**config.mk**
```make
export PLATFORM = sky130hd
export DESIGN_NAME = score_tracker_bcd
export DESIGN_NICKNAME = d
export VERILOG_FILES = /design/src/rtl/score_tracker_bcd.sv
export SDC_FILE = /design/constraint.sdc
export NUM_CORES = 1
export LEC_CHECK = 0
export BUFFER_PORTS_ARGS = -buffer_cell sky130_fd_sc_hd__buf_4
export CORE_MARGIN = 10
export CORE_UTILIZATION = 48
export CTS_BUF_LIST = sky130_fd_sc_hd__clkbuf_4 sky130_fd_sc_hd__clkbuf_8
export CTS_CLUSTER_DIAMETER = 50
export DETAILED_ROUTE_END_ITERATION = 16
export PLACE_DENSITY = 0.7
export RECOVER_POWER = 50
export SLEW_MARGIN = 20
export SYNTH_ARGS = -nofsm -noshare
export SYNTH_HDL_FRONTEND = slang
export SYNTH_SLANG_ARGS = --single-unit
```
**constraint.sdc**
```tcl
create_clock -name clk -period 3.5 [get_ports clk]
set_input_delay 0.175 -clock clk [delete_from_list [all_inputs] [get_ports clk]]
set_output_delay 0.175 -clock clk [all_outputs]
set_load 0.01 [all_outputs]
```
**src/rtl/score_tracker_bcd.sv**
```systemverilog
// Pong score tracker: detects paddle hits/misses, keeps BCD hit/miss scores with a miss-limit
// game-over, and stretches a retriggerable sound pulse. Scores/events lag detection by one cycle.
module score_tracker_bcd #(
  parameter int DIGITS       = 2,
  parameter int PADDLE_HALF  = 56,
  parameter int HIT_Y        = 448,
  parameter int MISS_Y       = 463,
  parameter int MAX_MISSES   = 5,
  parameter int SOUND_CYCLES = 2500000
) (
  input  logic                clk,
  input  logic                Locked,
  input  logic                reset_score,
  input  logic [9:0]          BallCentreX,
  input  logic [9:0]          BallCentreY,
  input  logic [9:0]          PaddleCentreX,
  output logic                PaddleHit,
  output logic                HitEvent,
  output logic                MissEvent,
  output logic [4*DIGITS-1:0] HitScore,
  output logic [4*DIGITS-1:0] MissScore,
  output logic                GameOver,
  output logic                TrigSound,
  output logic                SoundSel
);

  localparam int          SW      = $clog2(SOUND_CYCLES + 1);
  localparam logic [10:0] HALF    = 11'(PADDLE_HALF);
  localparam logic [10:0] HIT_YL  = 11'(HIT_Y);
  localparam logic [10:0] MISS_YL = 11'(MISS_Y);
  localparam logic [6:0]  MAX_L   = 7'(MAX_MISSES);
  localparam bit          OVER_EN = (MAX_MISSES != 0);

  typedef enum logic [1:0] {IDLE, HIT, MISS, OVER} state_t;

  state_t        state, state_nxt;
  logic [10:0]   bx, by, px, lo, hi;
  logic          paddle_miss, count_hit, count_miss;
  logic [6:0]    miss_cnt;
  logic [SW-1:0] snd_cnt;

  function automatic logic [4*DIGITS-1:0] bcd_inc(input logic [4*DIGITS-1:0] v);
    logic [4*DIGITS-1:0] r;
    logic                carry;
    r     = v;
    carry = 1'b1;
    for (int d = 0; d < DIGITS; d++) begin
      if (carry) begin
        if (v[4*d +: 4] == 4'd9) begin
          r[4*d +: 4] = 4'd0;
        end else begin
          r[4*d +: 4] = v[4*d +: 4] + 4'd1;
          carry       = 1'b0;
        end
      end
    end
    return r;
  endfunction

  // Widen to 11 bits so hi never wraps and lo can be clamped at zero.
  assign bx = {1'b0, BallCentreX};
  assign by = {1'b0, BallCentreY};
  assign px = {1'b0, PaddleCentreX};
  assign lo = (px >= HALF) ? (px - HALF) : 11'd0;
  assign hi = px + HALF;

  assign PaddleHit   = (bx >= lo) && (bx <= hi) && (by >= HIT_YL);
  assign paddle_miss = (by >= MISS_YL) && !PaddleHit;

  always_comb begin
    state_nxt  = state;
    count_hit  = 1'b0;
    count_miss = 1'b0;
    if (reset_score) begin
      state_nxt = IDLE;
    end else begin
      case (state)
        IDLE: begin
          if (PaddleHit) begin
            state_nxt = HIT;
            count_hit = 1'b1;
          end else if (paddle_miss) begin
            state_nxt  = MISS;
            count_miss = 1'b1;
          end
        end
        HIT: begin
          if (!PaddleHit) state_nxt = IDLE;
        end
        MISS: begin
          if (!paddle_miss) state_nxt = (OVER_EN && miss_cnt >= MAX_L) ? OVER : IDLE;
        end
        OVER:    state_nxt = OVER;
        default: state_nxt = IDLE;
      endcase
    end
  end

  always_ff @(posedge clk) begin
    if (!Locked) begin
      state     <= IDLE;
      HitScore  <= '0;
      MissScore <= '0;
      miss_cnt  <= '0;
      HitEvent  <= 1'b0;
      MissEvent <= 1'b0;
      snd_cnt   <= '0;
      SoundSel  <= 1'b0;
    end else begin
      state     <= state_nxt;
      HitEvent  <= count_hit;
      MissEvent <= count_miss;
      if (reset_score) begin
        HitScore  <= '0;
        MissScore <= '0;
        miss_cnt  <= '0;
      end else begin
        if (count_hit) HitScore <= bcd_inc(HitScore);
        if (count_miss) begin
          MissScore <= bcd_inc(MissScore);
          if (miss_cnt != 7'd127) miss_cnt <= miss_cnt + 7'd1;
        end
      end
      // Sound counter only follows events; score clears leave it running.
      if (HitEvent || MissEvent) begin
        snd_cnt  <= SW'(SOUND_CYCLES);
        SoundSel <= MissEvent;
      end else if (snd_cnt != '0) begin
        snd_cnt <= snd_cnt - SW'(1);
      end
    end
  end

  assign GameOver  = (state == OVER);
  assign TrigSound = (snd_cnt != '0);

endmodule

```
==> flow_summary_export.csv, run 1 <==
group,metric,value,unit
sta,timing_hold_violations_final,0,
cts,clockBufferDepth,2,
routing,drt_first_pass_iters,4,
critical_path,cp_slowest_cell,"or4_1",
power,p_sw_frac,0.366,
final_layout,n_antenna_cell,0,
synthesis,syn_avg_cell_area,8.18,µm²
floorplan,dieArea,0.0103,mm²
critical_path,end_kind,"flip-flop",
sta,max_freq,0.319,GHz
power,p_comb_frac,0.412,
routing,wl_per_cell,14.9,µm
floorplan,start_util,0.497,
synthesis,syn_nets,448,
critical_path,cp_max_fo,12,
placement,dpl.hpwl,6020,µm
flow_run,cap_viol_max_count,0,
sta,finalSetupTns,0,ns
routing,postRouteAntennaNets,0,
floorplan,placeableCoreArea,0.00642,mm²
routing,drc,0,
synthesis,async_flop_share,0,
power,p_sw,0.000810,W
min_path,hold_path.class,"input port to flip-flop",
grt,grt_max_degree,27,
synthesis,synth_enable_flop_cells,0,
power,intPower,0.00140,W
critical_path,worst_setup_path_start_kind,"input port",
power,pwr-share-seq,0.366,
sta,relSlewSlack,0.349,
critical_path,arrival,3.39,ns
final_layout,syn_to_final_growth,16.4,%
sta,fin_crit_sh,0.896,
synthesis,synthTopCellsByArea,"dfxtp_1, ha_1, a21oi_1",
final_layout,stdcell_area,0.00371,mm²
sta,tightestPinTransition,0.968,ns
synthesis,netlist_area,0.00319,mm²
grt,grtUsageTotal,0.151,
synthesis,synth_top_area_cell,"dfxtp_1",
synthesis,ys_warn_count,0,
grt,grt_pass1_wl,13000,µm
sta,drv_slew,0,
sta,rsz0062_at_grt,"true",
grt,antenna_found_initial,0,
cts,cts_sinks,50,
sta,fin_skew,0.00921,ns
floorplan,die_w,102,µm
routing,drt-initial-drc-count,121,
power,power.share.clock,0.222,
critical_path,path_delay_family,"simple AND/OR/NAND/NOR gates",
sta,finalSetupViolCount,0,
critical_path,cp_slowest_stage_delay,0.52,ns
floorplan,die_h,102,µm
cts,tritoncts,"built",
routing,drt-total-wl,7750,µm
grt,grt_pass1_vias,2813,
cts,cts_setup_buffers,0,
run_status,status,"complete, no violations",
floorplan,num_rows,29,
final_layout,drive_gt1_frac,0.142,
synthesis,synth.top_cell.area_share,0.314,
cts,cts_hold_repair.buffers,0,
critical_path,worstPathCellList,"buf_4, ha_1, nand2_1, nand2_1, or2_2, nor4_1, a21oi_1, ha_1, a2111oi_1, o211a_1, a211o_1, inv_2, or4_1, a21oi_1",
routing,num_vias,3009,
cts,clkLatencyLatePin,0.31,ns
critical_path,cp.required,3.75,ns
cts,numCtsBuffers,5,
synthesis,ys_seq_elements,50,
critical_path,crit_buf_inv,2,
cts,h-tree-depth,2,
critical_path,critPathKind,"input port to flip-flop",
synthesis,ys_types,51,
routing,avgViaCountPerCell,5.78,
final_layout,nets,501,
synthesis,syn_inst,390,
power,ir_drop,0.247,mV
grt,grt_remaining_overflow,0,
cts,clk_pin_slew,0.10,ns
placement,port_buffers,54,
placement,routabilityCongestion,0.866,
placement,place_area,0.00366,mm²
floorplan,io_pins,55,
cts,cts-root-buf,"clkbuf_8",
synthesis,synthFlopType,"dfxtp_1",
synthesis,ys_seq_area_frac,0.314,
power,p_leak,1.53,nW
power,power_density,595,mW/mm²
sta,min_period,3.14,ns
area by class of cell:
class	instances	area [µm²]
clock buffer	5	68.8
clock inverter	3	68.8
fill	640	2710
inverter	17	63.8
multi-input combinational	310	2050
sequential	50	1000
tap	77	96.3
timing repair buffer	59	368
power by group through the flow:
stage	clock (W)	sequential, W	combinational, W
global placement	0	0.000817	0.000923
CTS	0.000502	0.000810	0.000952
floorplan	0	0.000784	0.000774
finish	0.000491	0.000808	0.000911
global route	0.000525	0.000826	0.00103
detailed placement	0	0.000824	0.000943
state kept, by name (all words and copies together) (netlist names):
name,cells
HitEvent,1
HitScore,8
MissEvent,1
MissScore,8
SoundSel,1
miss_cnt,7
snd_cnt,22
state,2
stage by stage:
stage | setup WS (ns) | cells | util | hold WS (ns) | power, W
floorplan | 0.296 | 390 | - | 0.374 | 0.00156
global placement | 0.0663 | 513 | 0.571 | 0.458 | 0.00174
detailed placement | -0.0539 | 513 | 0.571 | 0.467 | 0.00177
CTS | 0.276 | 521 | 0.592 | 0.289 | 0.00226
global route | -0.0111 | 521 | 0.578 | 0.335 | 0.00239
finish | 0.365 | 521 | 0.578 | 0.291 | 0.00221
Yosys cell counts (all sizes together), types with 3 or more instances:
master and instances:
and2 4, mux2i 3, xor2 10, xnor2 17, clkbuf 9, nand3b 6, buf 4, nand2 40
ha 25, a21oi 34, or4 10, nor2b 6, a31oi 7, o311ai 3, nor4 9, dfxtp 50
or2 6, nand4 6, a211oi 3, and3 9, nand3 14, o21ai 9, or3 7, nor2 33
inv 17, nor3 12, o31ai 7, nand2b 4, a21o 3
kinds of logic after synthesis:
family | share of synthesized area
fa+ha+maj | 0.0980
compound gates | 0.183
buf+inv | 0.0408
simple gates | 0.281
mux | 0.00941
xor+xnor | 0.0741
flops | 0.314
worst min-delay path, stage by stage:
cell	delay [ns]
buf_4	0.10
inv_1	0.16
nor2_1	0.14
repair_timing:
action / CTS / global route
endpoints found under the hold margin: 0 / 0
gates resized for setup: 0 / 2
setup endpoints to repair: 0 / 6
metal layers:
| metal | global-route usage | vias to the layer above | wire length, µm |
|---|---|---|---|
| li1 | - | 1534 | - |
| met1 | 0.204 | 1405 | 3860 |
| met2 | 0.232 | 64 | 3460 |
| met3 | 0.0374 | 6 | 367 |
| met4 | 0.0407 | 0 | 64 |
| met5 | 0 | - | 0 |
cells in the final DEF, fill, tap and decap left out, types with 7 or more instances in the layout:
| master | count |
|---|---|
| dfxtp_1 | 50 |
| xor2_1 | 10 |
| inv_1 | 16 |
| a21oi_1 | 34 |
| o21ai_0 | 9 |
| a31oi_1 | 7 |
| nor3_1 | 12 |
| buf_4 | 39 |
| ha_1 | 25 |
| xnor2_1 | 17 |
| or4_1 | 9 |
| nand2_1 | 40 |
| and3_1 | 8 |
| clkbuf_1 | 20 |
| nor4_1 | 9 |
| nor2_1 | 33 |
| nand3_1 | 14 |
final timing paths:
kind | from | end | slack [ns] | depth (start not counted)
setup reg to reg | snd_cnt[17] | snd_cnt[11] | 0.86 | 6
hold / removal | Locked | SoundSel | 0.29 | 3
setup / recovery | PaddleCentreX[3] | miss_cnt[5] | 0.36 | 14
hold reg to reg | snd_cnt[4] | snd_cnt[4] | 0.48 | 2
(Power assumes the default switching activity.)
==> run 2, diff against run 1 <==
--- a/config.mk
+++ b/config.mk
@@ -9,9 +9,8 @@
 export CORE_MARGIN = 10
 export CORE_UTILIZATION = 48
 export CTS_BUF_LIST = sky130_fd_sc_hd__clkbuf_4 sky130_fd_sc_hd__clkbuf_8
-export CTS_CLUSTER_DIAMETER = 50
 export DETAILED_ROUTE_END_ITERATION = 16
-export PLACE_DENSITY = 0.7
+export PLACE_DENSITY = 0.68
 export RECOVER_POWER = 50
 export SLEW_MARGIN = 20
 export SYNTH_ARGS = -nofsm -noshare
==> flow_summary_export.csv, run 2 (synthesis results as in run 1) <==
group,metric,value,unit
floorplan,num_rows,29,
flow_run,cap_viol_max_count,0,
cts,cts_sinks,50,
cts,cts_hold_repair.buffers,0,
placement,post-place-ws,-0.0454,ns
cts,numCtsBuffers,5,
final_layout,largest_reg_flops,22,
routing,avgViaCountPerCell,5.74,
sta,fin_crit_sh,0.917,
sta,finalSetupViolCount,0,
cts,tritoncts,"built",
power,pwr-share-seq,0.393,
routing,drc,0,
final_layout,reg_top3,"snd_cnt (22), HitScore (8), MissScore (8)",
sta,fin_ws,0.289,ns
floorplan,die_h,102,µm
cts,clkLatencyLatePin,0.31,ns
routing,num_vias,2983,
final_layout,fill_cells,621,
grt,grt_pass1_wl,13100,µm
final_layout,nets,500,
critical_path,rr_startpoint,"snd_cnt[17]",
floorplan,start_util,0.497,
routing,drt_first_pass_iters,4,
power,power_density,563,mW/mm²
power,power,0.00206,W
sta,fin_skew,0.0120,ns
power,p_comb_frac,0.437,
critical_path,worstPathCellList,"buf_4, ha_1, nand2_1, nand2_1, or2_2, nor4_1, a21oi_1, ha_1, a2111oi_0, o211a_1, a211o_1, inv_1, or4_1, a21oi_1",
critical_path,worst_setup_path_start_kind,"input port",
critical_path,critPathKind,"input port to flip-flop",
floorplan,dieArea,0.0103,mm²
critical_path,cp_max_fo,14,
cts,cts-root-buf,"clkbuf_8",
cts,cts_setup_buffers,0,
power,p_sw,0.000806,W
critical_path,regToRegSetupSlack,0.67,ns
critical_path,crit_buf_inv,2,
floorplan,io_pins,55,
power,power.share.clock,0.171,
critical_path,end_kind,"flip-flop",
routing,drt-initial-drc-count,137,
min_path,whs_endpoint,"MissEvent",
sta,tightestPinTransition,1.00,ns
placement,dpl.hpwl,5990,µm
routing,drt-total-wl,7740,µm
critical_path,cp_slowest_cell,"or4_1",
floorplan,die_w,102,µm
final_layout,syn_to_final_growth,14.7,%
critical_path,arrival,3.46,ns
final_layout,n_antenna_cell,0,
sta,timing_hold_violations_final,0,
min_path,hold_path_depth,3,
routing,wl_per_cell,14.9,µm
final_layout,mostFrequentLayoutCells,"dfxtp_1, nand2_1, buf_4",
sta,max_freq,0.311,GHz
sta,min_period,3.21,ns
floorplan,placeableCoreArea,0.00642,mm²
cts,clockBufferDepth,2,
routing,postRouteAntennaNets,0,
sta,drv_slew,0,
final_layout,stdcell_area,0.00366,mm²
placement,routabilityCongestion,0.879,
power,intPower,0.00125,W
cts,postCtsResizedCells,0,
critical_path,rr_worst_depth,6,
grt,grt_remaining_overflow,0,
cts,clk_pin_slew,0.10,ns
min_path,min-delay-start,"Locked",
final_layout,drive_gt1_frac,0.138,
power,ir_drop,0.206,mV
critical_path,worstReg2RegEnd,"snd_cnt[21]",
power,p_leak,1.50,nW
final_layout,regMostFlops,"snd_cnt",
min_path,hold_path.class,"input port to flip-flop",
placement,place_area,0.00366,mm²
sta,hold_ws,0.286,ns
sta,rsz0062_at_grt,"false",
power,p_sw_frac,0.391,
cts,h-tree-depth,2,
critical_path,cp.required,3.75,ns
critical_path,cp_slowest_stage_delay,0.55,ns
critical_path,path_delay_family,"simple AND/OR/NAND/NOR gates",
final_layout,layout_commonest_cell,"dfxtp_1",
sta,relSlewSlack,0.325,
run_status,status,"complete, no violations",
grt,grtUsageTotal,0.151,
grt,antenna_found_initial,0,
grt,grt_max_degree,28,
grt,grt_pass1_vias,2890,
placement,port_buffers,54,
[run 2: final cells by class]
cell class,instances,area (µm²),area share
clock inverters,3,25.0,0.00684
flip-flops and latches,50,1000,0.274
repair buffers,58,357,0.0974
multi-input cells,310,2050,0.560
clock buffers,5,68.8,0.0188
inverters,17,63.8,0.0174
well taps,77,96.3,0.0263
[run 2: how the worst max path moves through the flow]
stage                     startpoint      endpoint  slack (ns)  cells after the start
global route        PaddleCentreX[3]  MissScore[1]        0.08                     14
CTS                 PaddleCentreX[3]   miss_cnt[3]        0.29                     14
finish              PaddleCentreX[3]   miss_cnt[5]        0.29                     14
detailed placement  PaddleCentreX[3]   miss_cnt[3]       -0.05                     14
global placement    PaddleCentreX[3]   miss_cnt[5]        0.06                     14
floorplan           PaddleCentreX[6]   miss_cnt[4]        0.30                     15
[run 2: power groups by stage]
stage | logic, W | clock network [W] | registers (W)
after floorplan | 0.000774 | 0 | 0.000784
after global placement | 0.000919 | 0 | 0.000820
after detailed placement | 0.000940 | 0 | 0.000824
after CTS | 0.000947 | 0.000365 | 0.000811
after global routing | 0.00103 | 0.000390 | 0.000829
final | 0.000900 | 0.000352 | 0.000809
[run 2: per-layer routing]
metal,vias up,part of all wire,global-route usage
met3,5,0.039,0.0320
met5,-,0,0
met1,1409,0.46,0.182
met2,42,0.49,0.266
met4,0,0.0077,0.0374
li1,1527,-,-
[run 2: worst register-to-register path, delay by kind of cell, from the launching register on]
family	cells	cell delay, ns
XOR/XNOR	1	0.20
flip-flops	1	0.36
AO/OA/AOI/OAI	2	0.94
AND/OR/NAND/NOR	3	1.20
[run 2: per-stage QoR]
| stage | cells | TNS (ns) | utilization |
|---|---|---|---|
| after floorplan | 390 | 0 | - |
| after global placement | 512 | 0 | 0.569 |
| after detailed placement | 512 | -0.109 | 0.569 |
| final | 520 | 0 | 0.570 |
| after global routing | 520 | 0 | 0.570 |
| after CTS | 520 | 0 | 0.584 |
==> run 3, diff against run 2 <==
--- a/config.mk
+++ b/config.mk
@@ -6,13 +6,14 @@
 export NUM_CORES = 1
 export LEC_CHECK = 0
 export BUFFER_PORTS_ARGS = -buffer_cell sky130_fd_sc_hd__buf_4
+export CORE_ASPECT_RATIO = 1.75
 export CORE_MARGIN = 10
 export CORE_UTILIZATION = 48
 export CTS_BUF_LIST = sky130_fd_sc_hd__clkbuf_4 sky130_fd_sc_hd__clkbuf_8
 export DETAILED_ROUTE_END_ITERATION = 16
 export PLACE_DENSITY = 0.68
 export RECOVER_POWER = 50
-export SLEW_MARGIN = 20
+export SLEW_MARGIN = 10
 export SYNTH_ARGS = -nofsm -noshare
 export SYNTH_HDL_FRONTEND = slang
 export SYNTH_SLANG_ARGS = --single-unit
==> constraint.sdc (replaced) <==
create_clock -name clk -period 4 [get_ports clk]
set_input_delay 0.2 -clock clk [delete_from_list [all_inputs] [get_ports clk]]
set_output_delay 0.2 -clock clk [all_outputs]
set_load 0.01 [all_outputs]
==> flow_summary_export.csv, run 3 (synthesis results as in run 1) <==
group,metric,value,unit
cts,cts_sinks,50,
sta,tightestPinTransition,1.08,ns
placement,dpl.hpwl,6500,µm
sta,finalSetupTns,0,ns
run_status,status,"complete, no violations",
critical_path,path_delay_family,"simple AND/OR/NAND/NOR gates",
critical_path,worst_setup_path_start_kind,"input port",
final_layout,post-route-util,0.565,
grt,grt_remaining_overflow,0,
cts,clockBufferDepth,2,
floorplan,start_util,0.492,
critical_path,end_kind,"flip-flop",
min_path,hold_path.class,"input port to flip-flop",
placement,routabilityCongestion,0.866,
final_layout,n_antenna_cell,0,
routing,avgViaCountPerCell,5.71,
power,power,0.00183,W
final_layout,fill_cells,658,
cts,postCtsResizedCells,0,
grt,grt_pass1_vias,3018,
final_layout,drive_gt1_frac,0.138,
final_layout,regMostFlops,"snd_cnt",
cts,numCtsBuffers,5,
sta,fin_skew,0.00687,ns
grt,antenna_found_initial,0,
routing,drt-total-wl,8060,µm
sta,relSlewSlack,0.276,
cts,h-tree-depth,2,
sta,hold_ws,0.327,ns
floorplan,placeableCoreArea,0.00649,mm²
grt,grtUsageTotal,0.157,
final_layout,nets,500,
placement,port_buffers,54,
critical_path,crit_buf_inv,2,
cts,cts_hold_repair.buffers,0,
routing,drc,0,
routing,drt_first_pass_iters,4,
routing,num_vias,2999,
sta,rsz0062_at_grt,"false",
grt,grt_pass1_wl,13600,µm
cts,clkLatencyLatePin,0.31,ns
critical_path,cp_max_fo,14,
routing,drt-initial-drc-count,94,
sta,timing_hold_violations_final,0,
floorplan,die_w,81.6,µm
sta,max_freq,0.305,GHz
critical_path,worstPathCellList,"buf_4, ha_1, nand2_1, nand2_1, or2_2, nor4_1, a21oi_1, ha_1, a2111oi_0, o211a_1, a211o_1, inv_1, or4_1, a21oi_1",
flow_run,cap_viol_max_count,0,
floorplan,num_rows,39,
cts,tritoncts,"built",
final_layout,mostFrequentLayoutCells,"dfxtp_1, nand2_1, buf_4",
floorplan,dieArea,0.0104,mm²
cts,cts-root-buf,"clkbuf_8",
critical_path,arrival,3.52,ns
final_layout,layout_commonest_cell,"dfxtp_1",
routing,wl_per_cell,15.4,µm
cts,cts_setup_buffers,0,
cts,clk_pin_slew,0.09,ns
power,power_density,497,mW/mm²
power,p_leak,1.51,nW
power,ir_drop,0.195,mV
critical_path,critPathKind,"input port to flip-flop",
sta,finalSetupViolCount,0,
final_layout,reg_top3,"snd_cnt (22), HitScore (8), MissScore (8)",
critical_path,cp.required,4.24,ns
sta,fin_crit_sh,0.819,
routing,postRouteAntennaNets,0,
floorplan,io_pins,55,
final_layout,largest_reg_flops,22,
floorplan,die_h,128,µm
final_layout,syn_to_final_growth,15.0,%
critical_path,cp_slowest_stage_delay,0.55,ns
grt,grt_max_degree,28,
critical_path,cp_slowest_cell,"or4_1",
sta,min_period,3.28,ns
sta,drv_slew,0,
==> run 3: cell count changes in the layout (fill, tap and decap cells not counted), sizes merged <==
cell    delta
buf        +1
clkinv     -1
==> run 3: layer usage <==
layer | track usage | part of all wire | up-vias
li1 | - | - | 1521
met4 | 0.0553 | 0.022 | 0
met5 | 0 | 0 | -
met1 | 0.155 | 0.37 | 1413
met3 | 0.0309 | 0.033 | 13
met2 | 0.305 | 0.57 | 52
==> run 3: area by class of cell <==
class	count	area (µm²)	area share
clock inverters	2	16.3	0.00443
clock buffers	6	82.6	0.0225
multi-input cells	310	2040	0.557
well taps	82	103	0.0280
inverters	17	63.8	0.0174
repair buffers	58	360	0.0982
flip-flops and latches	50	1000	0.273
==> run 3: worst min-delay path, cell delays in order <==
cell,delay [ns]
buf_4,0.10
nor2_1,0.13
nand2_1,0.10
mux2i_1,0.06
==> run 3: power by group <==
part	total, W	switching (W)	internal [W]
Sequential	0.000713	0.000114	0.000599
Clock	0.000319	0.000176	0.000143
Combinational	0.000794	0.000429	0.000364
==> run 3: metrics by stage <==
step                      std cells  instance area (µm²)  worst slack, ns
after floorplan                 390                 3190            0.771
after global placement          517                 3660            0.537
after detailed placement        517                 3660            0.381
after CTS                       525                 3760            0.706
after global routing            525                 3670            0.375
final                           525                 3670            0.724
==> run 3: final timing paths <==
check | start | end | slack, ns | cells after the start
worst min register to register | snd_cnt[4] | snd_cnt[4] | 0.48 | 2
worst max register to register | snd_cnt[17] | snd_cnt[13] | 1.25 | 6
worst max-delay path | PaddleCentreX[3] | miss_cnt[5] | 0.72 | 14
worst min-delay path | reset_score | MissScore[4] | 0.33 | 4
